## src/rtl/hazard_ctrl_if.sv

```systemverilog
// ============================================================================
//  hazard_ctrl_if
//  Decode-stage hazard interface. It bundles the ID-stage instruction, the
//  branch resolution from MEM, and the controller's stall, bubble, flush and
//  status outputs.
//
//  Signals:
//    id_valid      ID holds a real instruction          (pipeline -> ctrl)
//    id_instr[31:0] instruction currently in ID          (pipeline -> ctrl)
//    branch_taken  branch in MEM resolved taken          (pipeline -> ctrl)
//    stall         hold PC and IF/ID                     (ctrl -> pipeline)
//    bubble        insert NOP into ID/EX                 (ctrl -> pipeline)
//    flush         squash IF/ID and ID/EX                (ctrl -> pipeline)
//    halted        pipeline drained after HLT            (ctrl -> pipeline)
//    stall_count   saturating count of stall cycles      (ctrl -> pipeline)
//
//  Modports: master = pipeline side, slave = hazard controller.
//  Revision: 1.0  initial release
// ============================================================================
`default_nettype none

interface hazard_ctrl_if #(
    parameter int CNT_W = 16
) ();
    logic             id_valid;
    logic [31:0]      id_instr;
    logic             branch_taken;
    logic             stall;
    logic             bubble;
    logic             flush;
    logic             halted;
    logic [CNT_W-1:0] stall_count;

    modport master (
        output id_valid,
        output id_instr,
        output branch_taken,
        input  stall,
        input  bubble,
        input  flush,
        input  halted,
        input  stall_count
    );

    modport slave (
        input  id_valid,
        input  id_instr,
        input  branch_taken,
        output stall,
        output bubble,
        output flush,
        output halted,
        output stall_count
    );
endinterface

`default_nettype wire

```

## src/rtl/hazard_ctrl.sv

```systemverilog
// ============================================================================
//  hazard_ctrl
//  Hazard and sequencing controller for a 5-stage MIPS32 pipeline. It tracks
//  in-flight destination registers in a 3-slot scoreboard (ex, mem, wb),
//  stalls and bubbles on read-after-write hazards, flushes on a taken branch
//  and drains the pipeline after HLT.
//
//  Ports:
//    clk   pipeline clock, rising edge
//    rst   synchronous active-high reset
//    bus   hazard_ctrl_if.slave (id_valid, id_instr, branch_taken in;
//          stall, bubble, flush, halted, stall_count out)
//
//  Parameters:
//    CNT_W  width of the saturating stall-cycle counter (>= 2)
//
//  Optional feature macro:
//    HAZ_WB_BYPASS_EN  register file is write-first; the wb slot is excluded
//                      from hazard comparison (max stall 2 instead of 3).
//
//  Revision: 1.0  initial release
// ============================================================================
`default_nettype none

module hazard_ctrl #(
    parameter int CNT_W = 16
) (
    input  logic         clk,
    input  logic         rst,
    hazard_ctrl_if.slave bus
);

    localparam logic [5:0] OP_RR_LO = 6'b000000;
    localparam logic [5:0] OP_RR_HI = 6'b000101;
    localparam logic [5:0] OP_LW    = 6'b001000;
    localparam logic [5:0] OP_SW    = 6'b001001;
    localparam logic [5:0] OP_RM_LO = 6'b001010;
    localparam logic [5:0] OP_RM_HI = 6'b001100;
    localparam logic [5:0] OP_BNEQZ = 6'b001101;
    localparam logic [5:0] OP_BEQZ  = 6'b001110;
    localparam logic [5:0] OP_HLT   = 6'b111111;

    localparam logic [CNT_W-1:0] CNT_MAX = '1;

    typedef enum logic [1:0] {
        ST_RUN   = 2'd0,
        ST_DRAIN = 2'd1,
        ST_HALT  = 2'd2
    } state_t;

    // ------------------------------------------------------------------
    // State
    // ------------------------------------------------------------------
    state_t           state;
    state_t           state_next;
    logic             ex_valid;
    logic [4:0]       ex_reg;
    logic             mem_valid;
    logic [4:0]       mem_reg;
    logic             wb_valid;
    logic [4:0]       wb_reg;
    logic             halted_q;
    logic [CNT_W-1:0] stall_count_q;

    // ------------------------------------------------------------------
    // Instruction field extraction and decode
    // ------------------------------------------------------------------
    logic [5:0] opcode;
    logic [4:0] rs;
    logic [4:0] rt;
    logic [4:0] rd;
    logic       reads_rs;
    logic       reads_rt;
    logic       writes;
    logic [4:0] dest;
    logic       is_hlt;

    assign opcode = bus.id_instr[31:26];
    assign rs     = bus.id_instr[25:21];
    assign rt     = bus.id_instr[20:16];
    assign rd     = bus.id_instr[15:11];

    // Immediate/shift bits carry no register information for hazards.
    logic unused_instr_bits;
    assign unused_instr_bits = ^bus.id_instr[10:0];

    always_comb begin
        reads_rs = 1'b0;
        reads_rt = 1'b0;
        writes   = 1'b0;
        dest     = 5'd0;
        is_hlt   = 1'b0;
        case (opcode) inside
            [OP_RR_LO:OP_RR_HI]: begin
                reads_rs = 1'b1;
                reads_rt = 1'b1;
                writes   = 1'b1;
                dest     = rd;
            end
            [OP_RM_LO:OP_RM_HI], OP_LW: begin
                reads_rs = 1'b1;
                writes   = 1'b1;
                dest     = rt;
            end
            OP_SW: begin
                reads_rs = 1'b1;
                reads_rt = 1'b1;
            end
            OP_BNEQZ, OP_BEQZ: begin
                reads_rs = 1'b1;
            end
            OP_HLT: begin
                is_hlt = 1'b1;
            end
            default: begin
                // Unknown opcodes neither read nor write.
            end
        endcase
    end

    // ------------------------------------------------------------------
    // Hazard detection
    // ------------------------------------------------------------------
    // With a write-first register file the value being written back is
    // already visible to the reader in ID, so the wb slot never blocks.
    logic wb_cmp_valid;
`ifdef HAZ_WB_BYPASS_EN
    assign wb_cmp_valid = 1'b0;
`else
    assign wb_cmp_valid = wb_valid;
`endif

    logic rs_hit;
    logic rt_hit;
    logic hazard;
    logic flush;
    logic stall;
    logic accept;
    logic ex_next_valid;
    logic slots_empty;

    assign rs_hit = reads_rs && (rs != 5'd0) &&
                    ((ex_valid     && (ex_reg  == rs)) ||
                     (mem_valid    && (mem_reg == rs)) ||
                     (wb_cmp_valid && (wb_reg  == rs)));

    assign rt_hit = reads_rt && (rt != 5'd0) &&
                    ((ex_valid     && (ex_reg  == rt)) ||
                     (mem_valid    && (mem_reg == rt)) ||
                     (wb_cmp_valid && (wb_reg  == rt)));

    assign flush  = bus.branch_taken;

    // A taken branch squashes the ID instruction, so it cannot hazard.
    assign hazard = bus.id_valid && !flush && (rs_hit || rt_hit);

    assign stall  = hazard || (state != ST_RUN);

    // The ID instruction moves into EX this cycle.
    assign accept = bus.id_valid && !stall && !flush;

    // R0 is hard-wired to zero, so writes to it never need tracking.
    assign ex_next_valid = accept && writes && (dest != 5'd0);

    assign slots_empty = !ex_valid && !mem_valid && !wb_valid;

    // ------------------------------------------------------------------
    // FSM: next state
    // ------------------------------------------------------------------
    always_comb begin
        state_next = state;
        case (state)
            ST_RUN: begin
                if (accept && is_hlt) begin
                    state_next = ST_DRAIN;
                end
            end
            ST_DRAIN: begin
                // A taken branch means the HLT was fetched on the wrong path.
                if (bus.branch_taken) begin
                    state_next = ST_RUN;
                end else if (slots_empty) begin
                    state_next = ST_HALT;
                end
            end
            ST_HALT: begin
                state_next = ST_HALT;
            end
            default: begin
                state_next = ST_RUN;
            end
        endcase
    end

    // ------------------------------------------------------------------
    // FSM state register, scoreboard and counters
    // ------------------------------------------------------------------
    always_ff @(posedge clk) begin
        if (rst) begin
            state         <= ST_RUN;
            ex_valid      <= 1'b0;
            ex_reg        <= 5'd0;
            mem_valid     <= 1'b0;
            mem_reg       <= 5'd0;
            wb_valid      <= 1'b0;
            wb_reg        <= 5'd0;
            halted_q      <= 1'b0;
            stall_count_q <= '0;
        end else begin
            state <= state_next;

            wb_valid <= mem_valid;
            wb_reg   <= mem_reg;

            // The instruction leaving EX is on the wrong path when flushing.
            mem_valid <= ex_valid && !flush;
            mem_reg   <= ex_reg;

            ex_valid <= ex_next_valid;
            ex_reg   <= ex_next_valid ? dest : 5'd0;

            halted_q <= (state_next == ST_HALT);

            if (stall && (stall_count_q != CNT_MAX)) begin
                stall_count_q <= stall_count_q + CNT_W'(1);
            end
        end
    end

    // ------------------------------------------------------------------
    // Outputs
    // ------------------------------------------------------------------
    assign bus.stall       = stall;
    assign bus.bubble      = stall;
    assign bus.flush       = flush;
    assign bus.halted      = halted_q;
    assign bus.stall_count = stall_count_q;

endmodule

`default_nettype wire

```

## src/flat_wrapper.sv

```systemverilog
// flat-port wrapper written by rule: the top's interface ports become plain ports
module hazard_ctrl_flat 
#(
    parameter int CNT_W = 16
)
  (clk, rst, bus_id_valid, bus_id_instr, bus_branch_taken, bus_stall, bus_bubble, bus_flush, bus_halted, bus_stall_count);
  hazard_ctrl_if #(.CNT_W(CNT_W)) bus_i ();
  input  logic clk;
  input  logic rst;
  input wire logic [$bits(bus_i.id_valid)-1:0] bus_id_valid;
  input wire logic [$bits(bus_i.id_instr)-1:0] bus_id_instr;
  input wire logic [$bits(bus_i.branch_taken)-1:0] bus_branch_taken;
  output wire logic [$bits(bus_i.stall)-1:0] bus_stall;
  output wire logic [$bits(bus_i.bubble)-1:0] bus_bubble;
  output wire logic [$bits(bus_i.flush)-1:0] bus_flush;
  output wire logic [$bits(bus_i.halted)-1:0] bus_halted;
  output wire logic [$bits(bus_i.stall_count)-1:0] bus_stall_count;
  assign bus_i.id_valid = bus_id_valid;
  assign bus_i.id_instr = bus_id_instr;
  assign bus_i.branch_taken = bus_branch_taken;
  assign bus_stall = bus_i.stall;
  assign bus_bubble = bus_i.bubble;
  assign bus_flush = bus_i.flush;
  assign bus_halted = bus_i.halted;
  assign bus_stall_count = bus_i.stall_count;
  hazard_ctrl #(.CNT_W(CNT_W)) u_core (.clk(clk), .rst(rst), .bus(bus_i));
endmodule
```

## config.mk

```make
export PLATFORM = sky130hd
export DESIGN_NAME = hazard_ctrl_flat
export DESIGN_NICKNAME = d
export VERILOG_FILES = /design/src/rtl/hazard_ctrl_if.sv /design/src/rtl/hazard_ctrl.sv /design/src/flat_wrapper.sv
export SDC_FILE = /design/constraint.sdc
export NUM_CORES = 1
export LEC_CHECK = 0
export CORE_AREA = 2 2 85 87
export DETAILED_ROUTE_END_ITERATION = 8
export DIE_AREA = 0 0 87 89
export MAX_ROUTING_LAYER = met4
export SLEW_MARGIN = 20
export SYNTH_ARGS = -nofsm -noshare
export SYNTH_HDL_FRONTEND = slang
export SYNTH_SLANG_ARGS = --single-unit
```

## constraint.sdc

```tcl
create_clock -name clk -period 3.9 [get_ports clk]
set_input_delay 0.975 -clock clk [delete_from_list [all_inputs] [get_ports clk]]
set_output_delay 0.975 -clock clk [all_outputs]
set_load 0.05 [all_outputs]
```

======== Word-level counts from Yosys, hierarchy flattened ========
Cells that the tools add are included.
word-level totals
  flip-flop bits (word level) ............. 37
  input bits .............................. 36
  logic and storage cells ................. 92
cells by class
  add/subtract/negate cells ............... 1
  $lt $le $gt $ge ......................... 4
  equal/unequal tests ..................... 15
  muxes and demuxes ....................... 20
  bitwise logic cells ..................... 1
  reduce and logical (&&, ||, !) cells .... 42
operators by type and width
  cell                   number
  $eq 5x5->1             6
  $eq 6x4->1 const B     4
  $logic_and 1x1->1      23
  $add 16x1->16 const B  1
  $ne 16x16->1 const B   1
  $reduce_bool 5->1      3
  $mux 1                 14
  $mux 5                 2
  $eq 6x6->1 const B     1
  $ge 6x1->1 const B     1
  $ge 6x4->1 const B     1
  $le 6x3->1 const B     1
  $le 6x4->1 const B     1
  $logic_or 1x1->1       6
  $mux 2                 3
  $pmux 2 s3             1
  $reduce_or 2->1        3
  $logic_not 1->1        5
  $eq 2x2->1 const B     2
  $eq 2x1->1 const B     1
  $logic_not 2->1        1
  $reduce_bool 2->1      1
  $not 1->1              1

======== Logic depth before layout (Yosys ltp) ========
  word-level depth ........................ 18
  mapped depth ............................ 9
  mapped depth without buffers ............ 8

======== Worst setup path after synthesis ========
OpenSTA, ideal clock, no wires.
  path type ............................... input -> output
  start ................................... in bus_id_instr[19]
  end ..................................... out bus_stall
  data arrival time ....................... 2.717 ns
  data required time ...................... 2.925 ns
  path slack .............................. 0.208 ns
  cell stages on the path ................. 5
  path buffers ............................ 1
  cell sequence ........................... or4_1 o221ai_1 a31o_1 nand3_1 buf_4
on the way
  word-level cells in the longest chain between the ends .. 8
  elaborated cells between the ends (all ways) .. 14
RTL lines
  element                               line                                    text
  start: declaration                    flat_wrapper.sv:11                      input wire logic [$bits(bus_i.id_instr)-1:0] bus_id_instr;
  $eq 5x5->1 (on tied branches)         hazard_ctrl.sv:148, hazard_ctrl.sv:149
  $logic_and 1x1->1 (on tied branches)  hazard_ctrl.sv:148, hazard_ctrl.sv:149
  $logic_or 1x1->1                      hazard_ctrl.sv:148                      ((ex_valid && (ex_reg == rt)) ||
  $logic_or 1x1->1                      hazard_ctrl.sv:149                      (mem_valid && (mem_reg == rt)) ||
  $logic_and 1x1->1 (*)                 hazard_ctrl.sv:147                      assign rt_hit = reads_rt && (rt != 5'd0) &&
  $logic_or 1x1->1 (*)                  hazard_ctrl.sv:155                      assign hazard = bus.id_valid && !flush && (rs_hit || rt_hit);
  $logic_and 1x1->1 (*)                 hazard_ctrl.sv:155
  $logic_or 1x1->1 (*)                  hazard_ctrl.sv:157                      assign stall = hazard || (state != ST_RUN);
  end: declaration                      flat_wrapper.sv:13                      output wire logic [$bits(bus_i.stall)-1:0] bus_stall;
Mark *: on every way between the ends. The rest lies on a longest branch, timed or not.

======== Worst setup path in the final report ========
  start ................................... in bus_id_instr[25]
  end ..................................... out bus_bubble
on the way
  word-level cells in the longest chain between the ends .. 8
  elaborated cells between the ends (all ways) .. 14
RTL lines
  element                               line                                    text
  $eq 5x5->1 (on tied branches)         hazard_ctrl.sv:143, hazard_ctrl.sv:144
  $logic_and 1x1->1 (on tied branches)  hazard_ctrl.sv:143, hazard_ctrl.sv:144
  $logic_or 1x1->1                      hazard_ctrl.sv:143                      ((ex_valid && (ex_reg == rs)) ||
  $logic_or 1x1->1                      hazard_ctrl.sv:144                      (mem_valid && (mem_reg == rs)) ||
  $logic_and 1x1->1 (*)                 hazard_ctrl.sv:142                      assign rs_hit = reads_rs && (rs != 5'd0) &&
  $logic_or 1x1->1 (*)                  hazard_ctrl.sv:155
  $logic_and 1x1->1 (*)                 hazard_ctrl.sv:155
  $logic_or 1x1->1 (*)                  hazard_ctrl.sv:157
  end: declaration                      flat_wrapper.sv:14                      output wire logic [$bits(bus_i.bubble)-1:0] bus_bubble;
Marks and branches as above.

==> results.yml <==
die:
  io_pins: 56
  start_util_pct: 29.5
  rows: 30
  die_x_um: 87
  fp.dieArea_um2: 7740
  die_h_um: 89
  core-area_um2: 6720
setup_path:
  cp-start-kind: "input pin"
  r2r_slack_ns: 1.64
  worstPathRequired_ns: 2.92
  crit_path_end_kind: "output pin"
  worstPathArrival_ns: 2.82
  crit_type: "in -> out"
  crit_fanout: 4
  reg2reg_depth: 9
logic_synthesis:
  syn_avg_cell_area_um2: 8.77
  syn_nets: 263
  ys_seq_elements: 37
  yosysSeqAreaShare_pct: 37.4
  netlist_area_um2: 1980
  syn_inst: 226
  ys_warn_count: 0
  synth_cell_type_count: 43
layout:
  final_cell_mix: "clkdlybuf4s50_1, dfxtp_1, xor2_1"
  regArea_um2: 741
  drive_gt1_share_pct: 11.4
  utilization_pct: 39.4
  multiInputGateArea_um2: 1150
  fin_area_um2: 2650
  nets: 317
  fin_cells: 360
  nFillCells: 673
  final_common_cell: "clkdlybuf4s50_1"
  area_delta_synth_final_pct: 33.5
  largest_reg_flops: 16
  antenna_cells: 0
clocking:
  max-clock-path-buffers: 2
  cts_hold_buf: 0
  clockRootBuffer: "clkbuf_8"
  clk_pin_slew_ns: 0.07
  htreeDepth: 2
  clock-sinks: 37
  cts_made_buffers: 5
  postCtsSetupRepairBufs: 0
  cts_tree: "yes"
  insertion_delay_ns: 0.28
placement:
  place_ws_ns: 0.0961
  hpwl_um: 3660
  dpl_cell_area_um2: 2540
  post-place-cells: 353
  io_buffers: 44
  globalplace.congestion: 0.783
hold_path:
  whs_path_depth: 1
  hold_path_class: "reg -> reg"
timing:
  slew_viol_final: 0
  slew_headroom_pct: 65.9
  finalClockSkew_ns: 0.00449
  hold_viol: 0
  fmax_mhz: 263
  finalSetupViolCount: 0
  rsz0062_at_grt: "true"
  fin_crit_sh_pct: 97.3
  fin_ws_ns: 0.104
  period_needed_ns: 3.80
  tightest_slew_ns: 0.510
grt:
  grt_max_degree: 34
  met2_usage_pct: 22.1
  globalRouteMet1Util_pct: 16.6
  grt_busiest_layer: "met2"
  use_met3_pct: 2.49
  antenna_found_initial: 0
  grt_pass1_vias: 1709
  grt_usage_pct: 13.4
  grt_overflow_total: 0
  grt_pass1_wl_um: 7910
outcome:
  status: "finished clean"
drt:
  vias_per_cell: 4.98
  drt_iter0_drc: 64
  drt_wl_total_um: 4790
  drt_pre_antenna_iters: 4
  via_count: 1791
  wire_per_inst_um: 13.3
  drc: 0
  ant_nets: 0
run:
  drv_cap: 0
pwr:
  power.leakage_uw: 0.000954
  p_per_area_nw_per_um2: 274
  ir_drop_mv: 0.125
## layout make-up
type	count	share of cell area [%]
flip-flops and latches	37	28.0
clock buffers	7	3.26
repair buffers	55	19.6
inverters	12	1.70
well taps	80	3.78
multi-input cells	169	43.7
## repair_timing
item                                    CTS  global route
resized for setup                         0             3
hold endpoints to repair                  0             0
endpoints found under the setup margin    0             2
## worst paths after layout
check / to / start
setup / recovery: bus_bubble / bus_id_instr[25]
hold / removal: u_core.state[0] / u_core.state[1]
hold reg to reg: u_core.state[0] / u_core.state[1]
setup reg to reg: u_core.bus.stall_count[14] / u_core.bus.stall_count[0]
## metal layers
layer  vias up  part of all wire, %
met4         0                  1.0
met2        33                   49
met5         -                    0
met3         4                  3.8
li1        904                    -
met1       850                   46
## per-stage QoR
step / hold slack, ns / setup TNS [ns] / power (uW)
3_5_place_dp: 0.475 / 0 / 463
6_report: 0.498 / 0 / 726
4_1_cts: 0.488 / 0 / 733
5_1_grt: 0.520 / -0.0147 / 756
2_1_floorplan: 0.437 / 0 / 418
3_3_place_gp: 0.460 / 0 / 462
## worst max-delay path: stages
cell	delay, ns
clkdlybuf4s50_1	0.53
xor2_1	0.21
nor4_1	0.38
nand3_1	0.12
a31o_2	0.24
nand3_1	0.14
buf_4	0.22
## report_power, final
group          switching [uW]  total [uW]  internal (uW)
Sequential              0.492         379            378
Clock                     130         270            140
Combinational            37.7        77.0           39.3
## cells by family (layout without fill, tap and decap cells)
logic type                 Yosys count  in the layout  synth area share [%]
AOI/OAI and AO/OA                   43             43                  15.8
xor gates and xnor gates            31             31                  13.7
adders and majority gates            1              1                 0.631
buffers and inverters               20             74                  5.30
DFF                                 37             37                  37.4
muxes                                3              3                  1.64
and+or+nand+nor                     91             91                  25.6
## synthesized netlist by cell type
library cell  count  share of area (%)
clkbuf_1          3               0.57
buf_6             3                1.7
nor3_1            6                1.5
nand4_2           1               0.63
inv_1            12                2.3
o221ai_1          1               0.44
a311oi_1          1               0.44
or4_1             2               0.76
nand3_1          18                4.5
nor2_1           17                3.2
ha_1              1               0.63
xnor2_1           7                3.1
or4b_2            1               0.51
mux2_1            2                1.1
mux2i_1           1               0.51
a21oi_1          16                4.0
nand4_1           2               0.63
xor2_1           24                 11
or3_1             1               0.32
a31oi_4           1                1.1
nor2b_1          13                4.1
a211o_1           1               0.44
a41o_1            1               0.51
a21o_1            5                1.9
buf_4             2               0.76
o21ai_0           3               0.76
nand2b_1          2               0.63
nor4_1           10                3.2
and4_1            1               0.44
nand3b_1          3                1.1
nor4_2            1               0.63
a21bo_2           2                1.0
and2_1            2               0.63
a21o_2            3                1.3
a31o_2            1               0.44
dfxtp_1          37                 37
a2111oi_1         1               0.51
o2111a_1          1               0.57
nor4b_1           2               0.88
a31o_1            1               0.44
and3_1            1               0.32
nand2_1           8                1.5
a22oi_1           5                1.9
(Power assumes the default switching activity.)
